[src/rtl/mips_mc_pkg.sv]
// Shared multicycle MIPS definitions: next-PC select encodings, IR field positions, opcodes.
package mips_mc_pkg;

  typedef enum logic [1:0] {
    PCSRC_ALURES = 2'b00,
    PCSRC_ALUOUT = 2'b01,
    PCSRC_JUMP   = 2'b10,
    PCSRC_HOLD   = 2'b11
  } pcsrc_t;

  localparam int OPCODE_MSB = 31;
  localparam int OPCODE_LSB = 26;
  localparam int RS_MSB     = 25;
  localparam int RS_LSB     = 21;
  localparam int RT_MSB     = 20;
  localparam int RT_LSB     = 16;
  localparam int RD_MSB     = 15;
  localparam int RD_LSB     = 11;
  localparam int IMM_MSB    = 15;
  localparam int FUNCT_MSB  = 5;
  localparam int JADDR_MSB  = 25;

  localparam logic [5:0] OP_RTYPE = 6'h00;
  localparam logic [5:0] OP_J     = 6'h02;
  localparam logic [5:0] OP_BEQ   = 6'h04;
  localparam logic [5:0] OP_ADDI  = 6'h08;
  localparam logic [5:0] OP_LW    = 6'h23;
  localparam logic [5:0] OP_SW    = 6'h2b;

endpackage

[src/rtl/flopenr.sv]
// Enable register with synchronous reset to a fixed value; q follows d one cycle after an enabled edge.
module flopenr #(
  parameter int               WIDTH     = 32,
  parameter logic [WIDTH-1:0] RESET_VAL = '0
) (
  input  logic             clk,
  input  logic             reset,
  input  logic             en,
  input  logic [WIDTH-1:0] d,
  output logic [WIDTH-1:0] q
);

  always_ff @(posedge clk) begin
    if (reset)   q <= RESET_VAL;
    else if (en) q <= d;
  end

endmodule

[src/rtl/mips_fetch_unit.sv]
// Multicycle MIPS fetch stage: PC/IR/MDR registers, IR field slicing, memory address mux; 1-cycle register
// latency, stalls the controller while mem_ready is low. Optional counters under MIPS_PERF_CNT_EN.
module mips_fetch_unit
  import mips_mc_pkg::*;
#(
  parameter int               WIDTH    = 32,
  parameter logic [WIDTH-1:0] RESET_PC = 32'h0000_0000
) (
  input  logic             Clk,
  input  logic             Reset,
  input  logic             PCWrite,
  input  logic             Branch,
  input  logic             Zero,
  input  logic             IorD,
  input  logic             IRWrite,
  input  logic [1:0]       PCSrc,
  input  logic [WIDTH-1:0] ALUResult,
  input  logic [WIDTH-1:0] ALUOut,
  input  logic [WIDTH-1:0] mem_rdata,
  input  logic             mem_ready,
  output logic [WIDTH-1:0] mem_addr,
  output logic             mem_req,
  output logic             stall,
  output logic [WIDTH-1:0] PC,
  output logic [WIDTH-1:0] Instr,
  output logic [WIDTH-1:0] Data,
  output logic [5:0]       Opcode,
  output logic [5:0]       Funct,
  output logic [4:0]       Rs,
  output logic [4:0]       Rt,
  output logic [4:0]       Rd,
  output logic [15:0]      Imm
`ifdef MIPS_PERF_CNT_EN
  ,
  output logic [31:0]      cycle_count,
  output logic [31:0]      instr_count
`endif
);

  logic             pc_en;
  logic             ir_en;
  logic             mdr_en;
  logic [WIDTH-1:0] pc_next;

  assign mem_addr = IorD ? ALUOut : PC;
  assign mem_req  = IRWrite | IorD;
  assign stall    = mem_req & ~mem_ready;

  // PCSRC_HOLD makes the enable irrelevant, so it is masked here rather than muxed.
  assign pc_en  = (PCWrite | (Branch & Zero)) & ~stall & (pcsrc_t'(PCSrc) != PCSRC_HOLD);
  assign ir_en  = IRWrite & mem_ready;
  assign mdr_en = mem_ready;

  always_comb begin
    pc_next = PC;
    case (pcsrc_t'(PCSrc))
      PCSRC_ALURES: pc_next = ALUResult;
      PCSRC_ALUOUT: pc_next = ALUOut;
      // PC has already been incremented in fetch, so its top nibble is that of PC+4.
      PCSRC_JUMP:   pc_next = {PC[WIDTH-1 -: 4], Instr[JADDR_MSB:0], 2'b00};
      PCSRC_HOLD:   pc_next = PC;
      default:      pc_next = PC;
    endcase
  end

  flopenr #(.WIDTH(WIDTH), .RESET_VAL(RESET_PC)) u_pc_reg (
    .clk(Clk), .reset(Reset), .en(pc_en), .d(pc_next), .q(PC)
  );

  flopenr #(.WIDTH(WIDTH), .RESET_VAL('0)) u_ir_reg (
    .clk(Clk), .reset(Reset), .en(ir_en), .d(mem_rdata), .q(Instr)
  );

  flopenr #(.WIDTH(WIDTH), .RESET_VAL('0)) u_mdr_reg (
    .clk(Clk), .reset(Reset), .en(mdr_en), .d(mem_rdata), .q(Data)
  );

  assign Opcode = Instr[OPCODE_MSB:OPCODE_LSB];
  assign Rs     = Instr[RS_MSB:RS_LSB];
  assign Rt     = Instr[RT_MSB:RT_LSB];
  assign Rd     = Instr[RD_MSB:RD_LSB];
  assign Imm    = Instr[IMM_MSB:0];
  assign Funct  = Instr[FUNCT_MSB:0];

`ifdef MIPS_PERF_CNT_EN
  always_ff @(posedge Clk) begin
    if (Reset) begin
      cycle_count <= '0;
      instr_count <= '0;
    end else begin
      cycle_count <= cycle_count + 32'd1;
      if (ir_en) instr_count <= instr_count + 32'd1;
    end
  end
`endif

endmodule

[config.mk]
export PLATFORM = sky130hd
export DESIGN_NAME = mips_fetch_unit
export DESIGN_NICKNAME = d
export VERILOG_FILES = /design/src/rtl/mips_mc_pkg.sv /design/src/rtl/flopenr.sv /design/src/rtl/mips_fetch_unit.sv
export SDC_FILE = /design/constraint.sdc
export NUM_CORES = 1
export LEC_CHECK = 0
export ABC_CLOCK_PERIOD_IN_PS = 1600
export BUFFER_PORTS_ARGS = -buffer_cell sky130_fd_sc_hd__buf_2
export CAP_MARGIN = 20
export CORE_MARGIN = 5
export CORE_UTILIZATION = 41
export CTS_CLUSTER_SIZE = 24
export DETAILED_ROUTE_END_ITERATION = 10
export GPL_TIMING_DRIVEN = 0
export PLACE_DENSITY = 0.78
export SKIP_LAST_GASP = 1
export SYNTH_ARGS = -nofsm -noshare
export SYNTH_HDL_FRONTEND = slang
export SYNTH_HIERARCHICAL = 1
export SYNTH_SLANG_ARGS = --single-unit
[constraint.sdc]
create_clock -name Clk -period 1.6 [get_ports Clk]
set_input_delay 0.24 -clock Clk [delete_from_list [all_inputs] [get_ports Clk]]
set_output_delay 0.24 -clock Clk [all_outputs]
set_load 0.005 [all_outputs]
# After elaboration in Yosys (flattened, before gate mapping)
# Cells that the tools add are included.
[totals] output_inout_bits=173 elab_cells=24 reg_bits=96 inputBits=106
[op_classes] bitwise=11 n_eq_ne=4 reduce_logical=3 muxes=2
[ops] op="$pmux 32 s3" n=1
[ops] op="$mux 32" n=1
[ops] op="$and 1x1->1" n=5
[ops] op="$eq 2x2->1 const B" n=2
[ops] op="$not 1->1" n=4
[ops] op="$reduce_and 3->1" n=1
[ops] op="$eq 2x1->1 const B" n=1
[ops] op="$logic_not 2->1" n=1
[ops] op="$ne 2x2->1 const B" n=1
[ops] op="$or 1x1->1" n=2
[ops] op="$reduce_and 2->1" n=1

# Depth between registers and ports, before layout
# Gate-level depths: netlist (run 1).
[logic_depth] word_depth=6 mapped_depth=7 depth_no_buf=4

# Modules after synthesis
# The synthesis (run 1) kept the hierarchy.
[modules_own_cells] module="flopenr" instances=3 seq_area_each_um2=640.6 cells_per_inst=103 area_per_inst_um2=1163.6
[modules_own_cells] module="mips_fetch_unit" instances=1 seq_area_each_um2=0.0 cells_per_inst=135 area_per_inst_um2=1540.2

# Least setup slack after synthesis (run 1)
# No wires, ideal clock.
[synth_timing] path_type="input-to-reg" from="input port IorD" to="register u_pc_reg.q[22]" t_arrival_ps=1374 cell_stages=7 path_slack_ps=98 path_cell_list="buf_2 > o21ba_2 > a211oi_1 > buf_6 > buf_12 > mux2i_1 > nor2_1"
[synth_between] elab_chain_cells=6
[synth_rtl] element="start, declared" line="mips_fetch_unit.sv:14" text="input logic IorD,"
[synth_rtl] element="$or 1x1->1" line="mips_fetch_unit.sv:46" text="assign mem_req = IRWrite | IorD;"
[synth_rtl] element="$and 1x1->1" line="mips_fetch_unit.sv:47" text="assign stall = mem_req & ~mem_ready;"
[synth_rtl] element="via stall" line="mips_fetch_unit.sv:23" text="output logic stall,"
[synth_rtl] element="$not 1->1" line="mips_fetch_unit.sv:50" text="assign pc_en = (PCWrite | (Branch & Zero)) & ~stall & (pcsrc_t'(PCSrc) != PCSRC_HOLD);"
[synth_rtl] element="$and 1x1->1 (2 in series)" line="mips_fetch_unit.sv:50"
[synth_rtl] element="via pc_en" line="mips_fetch_unit.sv:40" text="logic pc_en;"
[synth_rtl] element="$reduce_and 2->1 (no line)"
[synth_rtl] element="end signal, assigned" line="flopenr.sv:14" text="if (reset) q <= RESET_VAL;"
[synth_rtl] element="end signal, assigned" line="flopenr.sv:15" text="else if (en) q <= d;"
[synth_rtl] element="end, declared" line="flopenr.sv:10" text="output logic [WIDTH-1:0] q"
# The timed path passes the listed nets, and every way through them passes these cells.
# A chain may end at the register's enable or synchronous reset.

# Worst setup path after layout (run 1)
[layout_timing] from="input port IorD" to="output port mem_addr[23]"
[layout_between] elab_chain_cells=1
[layout_rtl] element="$mux 32" line="mips_fetch_unit.sv:45" text="assign mem_addr = IorD ? ALUOut : PC;"
[layout_rtl] element="end, declared" line="mips_fetch_unit.sv:21" text="output logic [WIDTH-1:0] mem_addr,"
# Every way passes these cells.

==> results of run 1 <==
-- cell usage in the layout (no fill, tap or decap), types with 5 or more instances in the layout --
master     synthesis  routed
buf_2              8     283
buf_6              5       5
mux2i_1          100     100
clkbuf_16          0       9
nor2_1            97      97
mux2_2            34      34
mux4_2            22      22
dfxtp_1           96      96
clkbuf_1           9       9
buf_12            11      11
buf_4             43      44
-- final timing paths --
kind / slack [ns] / cells after the start / from / endpoint
worst max-delay path: 0.05 / 4 / IorD / mem_addr[23]
worst max register to register: 0.38 / 3 / u_ir_reg/q[8] / u_pc_reg/q[10]
worst min register to register: 0.49 / 2 / u_mdr_reg/q[16] / u_mdr_reg/q[16]
worst min-delay path: 0.15 / 3 / mem_rdata[27] / u_ir_reg/q[27]
-- cells by family after synthesis --
| group | count (synthesis) |
|---|---|
| buffers and inverters | 76 |
| multiplexers | 160 |
| flip-flops | 96 |
| AND/OR/NAND/NOR | 103 |
| AO/OA/AOI/OAI | 9 |
-- state kept, by name (all words and copies together) (netlist names) --
register	flops
u_ir_reg/q	32
u_mdr_reg/q	32
u_pc_reg/q	32
-- stage by stage --
step	instance area, µm²	utilization (%)	power (µW)	hold WS [ns]	TNS [ns]
finish	6930	57.7	6190	0.149	0
global route	6930	57.7	6500	0.152	0
CTS	6930	57.7	6270	0.137	0
detailed placement	6600	54.9	3920	0.475	-5.79
global placement	6600	54.9	3880	0.467	-5.61
floorplan	5030	-	3380	0.312	0
-- layer usage --
layer / wire (µm) / vias to the layer above / global-route usage (%)
li1: - / 2096 / -
met1: 6240 / 2085 / 24.4
met2: 7880 / 193 / 36.9
met3: 1350 / 21 / 6.03
met4: 280 / 2 / 7.65
met5: 7 / - / 0
-- report_power, final --
part | internal [µW] | switching (µW)
combinational | 697 | 524
clock | 1380 | 953
sequential | 2520 | 115
-- Yosys cell counts --
cell type    n  area (µm²)
a22o_1       2        17.5
mux2_2      34         383
o21ai_0      4        20.0
mux4_1       4         105
buf_4       43         323
and2_1       1        6.26
dfxtp_1     96        1920
mux4_2      22         495
a211oi_1     1        7.51
mux2i_1    100        1000
nor2_1      97         364
clkbuf_1     9        33.8
buf_2        8        40.0
o21ba_2      1        10.0
buf_12      11         220
buf_6        5        56.3
or2_2        1        6.26
a21oi_1      1        5.00
nand2_1      4        15.0
-- cell type report --
cell class              count  area [µm²]
plain buffers              76         676
repair buffers            276        1380
flip-flops and latches     96        1920
diodes                      1        2.50
clock buffers               9         225
multi-input cells         272        2440
fillers                  1065        5080
clock inverters             7         101
well taps                 147         184
-- critical path: cells and delay by family --
kind | cells | cell delay (ns)
buf+inv | 3 | 0.69
mux | 1 | 0.37
-- repair_timing --
action	4_1_cts	5_1_grt
resized for setup	1	0
endpoints found under the hold margin	0	0
setup endpoints to repair	4	0
==> metrics.md, run 1 <==
| Metric | Value |
|---|---|
| Cell total after placement | `867` |
| Most Frequent Cell on Critical Path | `buf_2` |
| IO Port Bufs | `276` |
| Syn_nets | `550` |
| Pre-CTS setup slack | `-0.223 ns` |
| Startpoint Class | `primary input` |
| Clk Latency, worst-skew pair | `0.34 ns` |
| Clk sinks | `96` |
| Synth Register Bits | `96` |
| CTS Buf Count | `9` |
| Seq/Total Area, Yosys | `38.2%` |
| Critical Path End Type | `output port` |
| Slew HR | `65.0%` |
| Core box area | `12000 µm²` |
| Distinct cell type count after synthesis | `19` |
| XOR/XNOR share of the synthesized area | `0%` |
| CP max stage delay | `0.37 ns` |
| Boundary pin count | `279` |
| Avg Inst Size Synth | `11.3 µm²` |
| Synth Area in Compound Gates | `1.19%` |
| Num rows | `40` |
| Share of layout cells above drive strength 1 | `56.7%` |
| Status | `complete, no violations` |
| Critical-path top delay cell | `mux2_2` |
| Post-Syn Instances | `444` |
| Iteration-0 DRC count of the detailed router | `134` |
| Setup bufs post-CTS | `0` |
| Layout area overhead | `37.7%` |
| Fin. Hold Viols | `0` |
| Worst EP required | `1.36 ns` |
| Fin crit share | `96.6%` |
| First-pass GRT wire length | `24.0 mm` |
| Max-slew violation count | `0` |
| CTS tree | `built` |
| Min Tclk post-route | `1.55 ns` |
| WS Path Type | `in2out` |
| Worst min-delay path category | `in2reg` |
| Largest net degree at the start of global routing | `18` |
| Drt drc | `0` |
| Power Dens Cells | `894 nW/µm²` |
| Cell Count, Final, Fillers Out | `884` |
| Die Footprint | `14600 µm²` |
| Fin nets | `837` |
| Via/cell ratio | `4.97` |
| Post-synthesis mux area share | `39.4%` |
| Final setup fails | `0` |
| Die Width | `121 µm` |
| Starting Density | `41.9%` |
| Vias in the first global route | `4503` |
| CP Cell Sequence | `buf_2, buf_2, mux2_2, buf_2` |
| Main combinational cell family by area after synthesis | `multiplexers` |
| Hold_buf cts | `0` |
| Ys Warns | `6` |
| Dpl hpwl | `12.6 mm` |
| Longest Clk Path Bufs | `2` |
| RSZ-0062 raised after global routing | `no` |
| DR vias | `4397` |
| Final WS setup | `0.0538 ns` |
| Total GRT Usage | `21.0%` |
| # H-tree levels | `3` |
| TritonRoute pass-1 iters | `4` |
| Adder-Cell Fraction of Synth Area | `0%` |
| Post-Syn Area | `5030 µm²` |
| Routed WL | `15.8 mm` |
| Routed Antenna Nets | `0` |
| Crit-path max FO | `10` |
| Clk root buf | `clkbuf_16` |
| Antenna violations before repair | `1` |
| Die height | `121 µm` |
| Max Clk Rate | `647 MHz` |
| Max IR drop VDD | `0.752 mV` |
| Leakage | `0.00364 µW` |
| DR WL/cell | `17.8 µm` |
| CP arrival | `1.31 ns` |
| Post-synthesis simple-gate area fraction | `7.78%` |
| Clk pin slew, worst setup/hold paths | `0.07 ns` |
| GPL Wtd Cong | `0.867` |
| Max_cap viols | `0` |
| Fin Clk Skew | `0.00376 ns` |
| Worst-Margin Slew | `0.525 ns` |
| Gr ovfl total | `0` |
Note: power is estimated with default switching activity, not from simulation.
==> inputs of run 2 (changes only) <==
Settings changed: CORE_UTILIZATION 41 to 30, PLACE_DENSITY 0.78 to default.
==> run 2 against run 1 <==
Clock power fell by 8%; total power fell by 3.3%; clock skew rose by 0.0024 ns; fmax rose by 3.3%; via count fell by 3.8%; design area rose by 0.88%.
==> metrics.md, run 2 (synthesis results as in run 1) <==
| Metric | Value |
|---|---|
| Starting Density | `30.4%` |
| Die Footprint | `19500 µm²` |
| Min Tclk post-route | `1.50 ns` |
| Max-slew violation count | `0` |
| # H-tree levels | `3` |
| Max_cap viols | `0` |
| Fin Clk Skew | `0.00618 ns` |
| Worst-Margin Slew | `0.556 ns` |
| Vias in the first global route | `4300` |
| Status | `complete, no violations` |
| TritonRoute pass-1 iters | `4` |
| Worst Hold Launch | `mem_rdata[27]` |
| Clk Latency, worst-skew pair | `0.34 ns` |
| Fin crit share | `93.5%` |
| Hold Path Depth | `3` |
| First-pass GRT wire length | `24.4 mm` |
| Final setup fails | `0` |
| Clk pin slew, worst setup/hold paths | `0.07 ns` |
| Num rows | `47` |
| R2R cell count | `3` |
| Core box area | `16500 µm²` |
| Fill count | `1704` |
| WL met1 | `6.60 mm` |
| Met3 WL | `1.23 mm` |
| Slew HR | `63.0%` |
| Flop-to-flop setup slack | `0.41 ns` |
| IO Port Bufs | `276` |
| Clk sinks | `96` |
| Placed instance area | `6690 µm²` |
| Reg-to-reg endpoint | `u_pc_reg/q[23]` |
| Max Clk Rate | `668 MHz` |
| Commonest non-fill, non-tap cell in the layout | `buf_2` |
| DR top layer | `met4` |
| Die Width | `140 µm` |
| Critical Path End Type | `output port` |
| Power Dens Cells | `857 nW/µm²` |
| Fin nets | `837` |
| Worst EP required | `1.36 ns` |
| CTS tree | `built` |
| Antenna violations before repair | `0` |
| Layout area overhead | `38.9%` |
| Via/cell ratio | `4.42` |
| Reg2Reg Launch Point | `u_ir_reg/q[21]` |
| Clk root buf | `clkbuf_16` |
| Most frequent cells in the layout | `buf_2, mux2i_1, nor2_1` |
| Iteration-0 DRC count of the detailed router | `125` |
| Crit. Startpoint | `IorD` |
| Die height | `140 µm` |
| Routed Antenna Nets | `0` |
| Met2 WL | `7.58 mm` |
| CP arrival | `1.26 ns` |
| Startpoint Class | `primary input` |
| Share of layout cells above drive strength 1 | `56.7%` |
| Tot Pwr | `5990 µW` |
| Worst min-delay path category | `in2reg` |
| Critical-path top delay cell | `mux2_2` |
| Largest net degree at the start of global routing | `19` |
| CTS Buf Count | `9` |
| Max IR drop VDD | `0.666 mV` |
| GPL Wtd Cong | `0.775` |
| Hold Crit Endpoint | `u_mdr_reg/q[27]` |
| Fin area | `6990 µm²` |
| CP max stage delay | `0.36 ns` |
| CP Cell Sequence | `buf_2, clkbuf_4, mux2_2, buf_2` |
| WS Path Type | `in2out` |
| Total GRT Usage | `15.6%` |
| Dpl hpwl | `12.5 mm` |
| Fin. Hold Viols | `0` |
| Crit-path max FO | `10` |
| Antenna Cells | `0` |
| Leakage | `0.00364 µW` |
| Top Registers | `u_ir_reg/q (32), u_mdr_reg/q (32), u_pc_reg/q (32)` |
| Drt drc | `0` |
| DR WL/cell | `16.3 µm` |
| Setup bufs post-CTS | `0` |
| DR vias | `4228` |
| Boundary pin count | `279` |
| RSZ-0062 raised after global routing | `no` |
| Routed WL | `15.6 mm` |
| Longest Clk Path Bufs | `2` |
| Gr ovfl total | `0` |
| Most Frequent Cell on Critical Path | `buf_2` |
[run 2: final cells by class]
cell class                      count  area, µm²  share of cell area (%)
Buffer                             76        681                    9.74
Clock buffer                       10        239                    3.42
Clock inverter                      6       55.1                   0.788
Multi-Input combinational cell    272       2440                    34.9
Sequential cell                    96       1920                    27.5
Tap cell                          220        275                    3.94
Timing Repair Buffer              276       1380                    19.8
[run 2: per-stage QoR]
step                      utilization [%]  setup WS [ns]  instances  hold WS (ns)  setup TNS (ns)
after global placement               40.5         -0.223        940         0.468           -6.19
final                                42.3          0.103        956         0.145               0
after CTS                            42.3       -0.00321        956         0.127        -0.00600
after global routing                 42.3        0.00980        956         0.135               0
after detailed placement             40.5         -0.219        940         0.476           -6.26
after floorplan                         -         0.0982        444         0.312               0
[run 2: repair_timing]
action / in CTS / in global routing
endpoints found under the setup margin: 14 / 2
hold buffers: 0 / 0
gates resized for setup: 2 / 1
[run 2: how the worst max path moves through the flow]
stage                      to  slack [ns]  depth (start not counted)
3_3_place_gp   u_pc_reg/q[17]       -0.22                          8
3_5_place_dp    u_pc_reg/q[0]       -0.22                          8
2_1_floorplan  u_pc_reg/q[22]         0.1                          7
5_1_grt         u_pc_reg/q[0]        0.01                          8
4_1_cts          mem_addr[27]      -0.003                          4
6_report         mem_addr[26]        0.10                          4
[run 2: power by group]
part / switching, µW / internal (µW) / total (µW)
registers: 111 / 2520 / 2630
clock network: 1010 / 1140 / 2150
logic: 513 / 698 / 1210
total: 1630 / 4350 / 5990
[run 2: routing by layer]
layer  global-route usage, %  up-vias
met1                    19.2     1960
met2                    26.8      174
met5                       0        -
met3                    4.53        9
met4                    4.22        0
li1                        -     2085
[run 2: critical path, delay by kind of cell]
family / cells / cell delay [ns]
buffers and inverters: 3 / 0.65
muxes: 1 / 0.36
==> inputs of run 3 (changes only) <==
Settings changed: PLACE_DENSITY from default to 0.61.
==> run 3 against run 2 <==
First-iteration DRC count down 18%; critical path depth unchanged; clock-buffer cell count unchanged; register-to-register slack about the same; utilization up 0.21 points; design area up 0.50%; hold slack worse by 0.0047 ns; global-route usage up 0.13 points; critical endpoint unchanged.
==> metrics.md, run 3 (synthesis results as in run 1) <==
| Metric | Value |
|---|---|
| Critical-path top delay cell | `mux2_2` |
| Starting Density | `30.4%` |
| Max-slew violation count | `0` |
| Worst Hold Launch | `mem_rdata[20]` |
| Top Registers | `u_ir_reg/q (32), u_mdr_reg/q (32), u_pc_reg/q (32)` |
| Clk root buf | `clkbuf_16` |
| Flop-to-flop setup slack | `0.42 ns` |
| IO Port Bufs | `276` |
| Gr ovfl total | `0` |
| Setup bufs post-CTS | `0` |
| R2R cell count | `3` |
| Die Width | `140 µm` |
| RSZ-0062 raised after global routing | `no` |
| Share of layout cells above drive strength 1 | `56.7%` |
| Hold Crit Endpoint | `u_mdr_reg/q[20]` |
| GPL Wtd Cong | `0.824` |
| Met3 WL | `1.35 mm` |
| Status | `complete, no violations` |
| DR WL/cell | `16.3 µm` |
| Met2 WL | `7.46 mm` |
| Worst-Margin Slew | `0.549 ns` |
| Antenna Cells | `0` |
| Slew HR | `63.4%` |
| Leakage | `0.00365 µW` |
| CP arrival | `1.27 ns` |
| CP max stage delay | `0.35 ns` |
| Dpl hpwl | `12.4 mm` |
| WS Path Type | `in2out` |
| Commonest non-fill, non-tap cell in the layout | `buf_2` |
| Final setup fails | `0` |
| Layout area overhead | `39.6%` |
| TritonRoute pass-1 iters | `4` |
| Routed WL | `15.6 mm` |
| CTS tree | `built` |
| Setup TNS | `0 ns` |
| Hold_buf cts | `0` |
| DR top layer | `met4` |
| Max Clk Rate | `662 MHz` |
| # H-tree levels | `3` |
| Min Tclk post-route | `1.51 ns` |
| Largest net degree at the start of global routing | `17` |
| Worst EP required | `1.36 ns` |
| Die Footprint | `19500 µm²` |
| Fin crit share | `94.4%` |
| First-pass GRT wire length | `24.5 mm` |
| Drt drc | `0` |
| Clk pin slew, worst setup/hold paths | `0.07 ns` |
| Iteration-0 DRC count of the detailed router | `102` |
| Routed Antenna Nets | `0` |
| Critical Path End Type | `output port` |
| Power Dens Cells | `884 nW/µm²` |
| Clk Latency, worst-skew pair | `0.35 ns` |
| Fin. Hold Viols | `0` |
| Tot Pwr | `6210 µW` |
| DR vias | `4207` |
| Num rows | `47` |
| Clk sinks | `96` |
| Crit-path max FO | `10` |
| Max IR drop VDD | `0.569 mV` |
| Most frequent cells in the layout | `buf_2, mux2i_1, nor2_1` |
| Total GRT Usage | `15.8%` |
| Reg2Reg Launch Point | `u_ir_reg/q[12]` |
| Most Frequent Cell on Critical Path | `buf_2` |
| Startpoint Class | `primary input` |
| Core box area | `16500 µm²` |
| Hold Path Depth | `3` |
| Worst min-delay path category | `in2reg` |
| Area of the multi-input gates | `2440 µm²` |
| Boundary pin count | `279` |
| Longest Clk Path Bufs | `2` |
| Reg-to-reg endpoint | `u_pc_reg/q[14]` |
| Antenna violations before repair | `0` |
| Die height | `140 µm` |
| Sequential Area | `1920 µm²` |
| Worst Path Buf+Inv | `3` |
| Max_cap viols | `0` |
| Via/cell ratio | `4.40` |
| Delay-heaviest family, CP | `buffers and inverters` |
| Vias in the first global route | `4240` |
| Fin Clk Skew | `0.00724 ns` |
| Fill count | `1638` |
| CP Cell Sequence | `buf_2, clkbuf_4, mux2_2, buf_2` |
| WL met1 | `6.58 mm` |
| CTS Buf Count | `9` |
| Fin nets | `837` |
run 3: cell types whose count changed in the layout (fill, tap and decap cells not counted):
cell        previous run  this run
inv_6                  5         1
bufinv_16              0         2
clkinvlp_4             0         1
inv_8                  1         0
clkinv_2               0         1
clkinv_4               0         1
run 3: repair_timing:
action                     CTS  global route
gates resized for setup      2             1
setup endpoints to repair   11             7
hold endpoints to repair     0             0
run 3: cell type report:
type	instances	share of cell area (%)
multi-input cells	272	34.7
flip-flops and latches	96	27.4
repair buffers	276	19.7
plain buffers	76	9.69
well taps	220	3.92
clock buffers	10	3.40
clock inverters	6	1.28
run 3: power by group:
group | switching, µW | internal, µW | leakage (µW)
Combinational | 513 | 698 | 0.00270
Clock | 949 | 1420 | 0.000159
Sequential | 110 | 2520 | 0.000787
Total | 1570 | 4630 | 0.00365
run 3: worst register-to-register path, delay by kind of cell (launching register included):
kind,cells,cell delay [ns]
mux,2,0.64
simple gates,1,0.05
flops,1,0.37
run 3: worst max-delay path by stage:
stage | start | endpoint | slack, ns | cells past startpoint
after floorplan | IorD | u_pc_reg/q[22] | 0.1 | 7
after CTS | IorD | mem_addr[26] | 0.01 | 4
final | IorD | mem_addr[26] | 0.09 | 4
after global routing | PCSrc[1] | u_pc_reg/q[22] | 0.01 | 8
after detailed placement | PCSrc[1] | u_pc_reg/q[12] | -0.22 | 8
after global placement | PCSrc[1] | u_pc_reg/q[1] | -0.21 | 8
run 3: layer usage:
| metal | vias to the layer above | track usage (%) |
|---|---|---|
| met5 | - | 0 |
| met3 | 17 | 5.49 |
| li1 | 2078 | - |
| met1 | 1939 | 19.4 |
| met4 | 0 | 4.33 |
| met2 | 173 | 26.3 |
run 3: per-stage QoR:
step           cells  util (%)  hold WS (ns)  cell area [µm²]  worst slack (ns)
2_1_floorplan    444         -         0.312             5030            0.0982
3_3_place_gp     940      40.5         0.469             6690            -0.212
3_5_place_dp     940      40.5         0.475             6690            -0.224
4_1_cts          956      42.5         0.127             7020            0.0149
5_1_grt          956      42.5         0.143             7020            0.0138
6_report         956      42.5         0.140             7020            0.0894
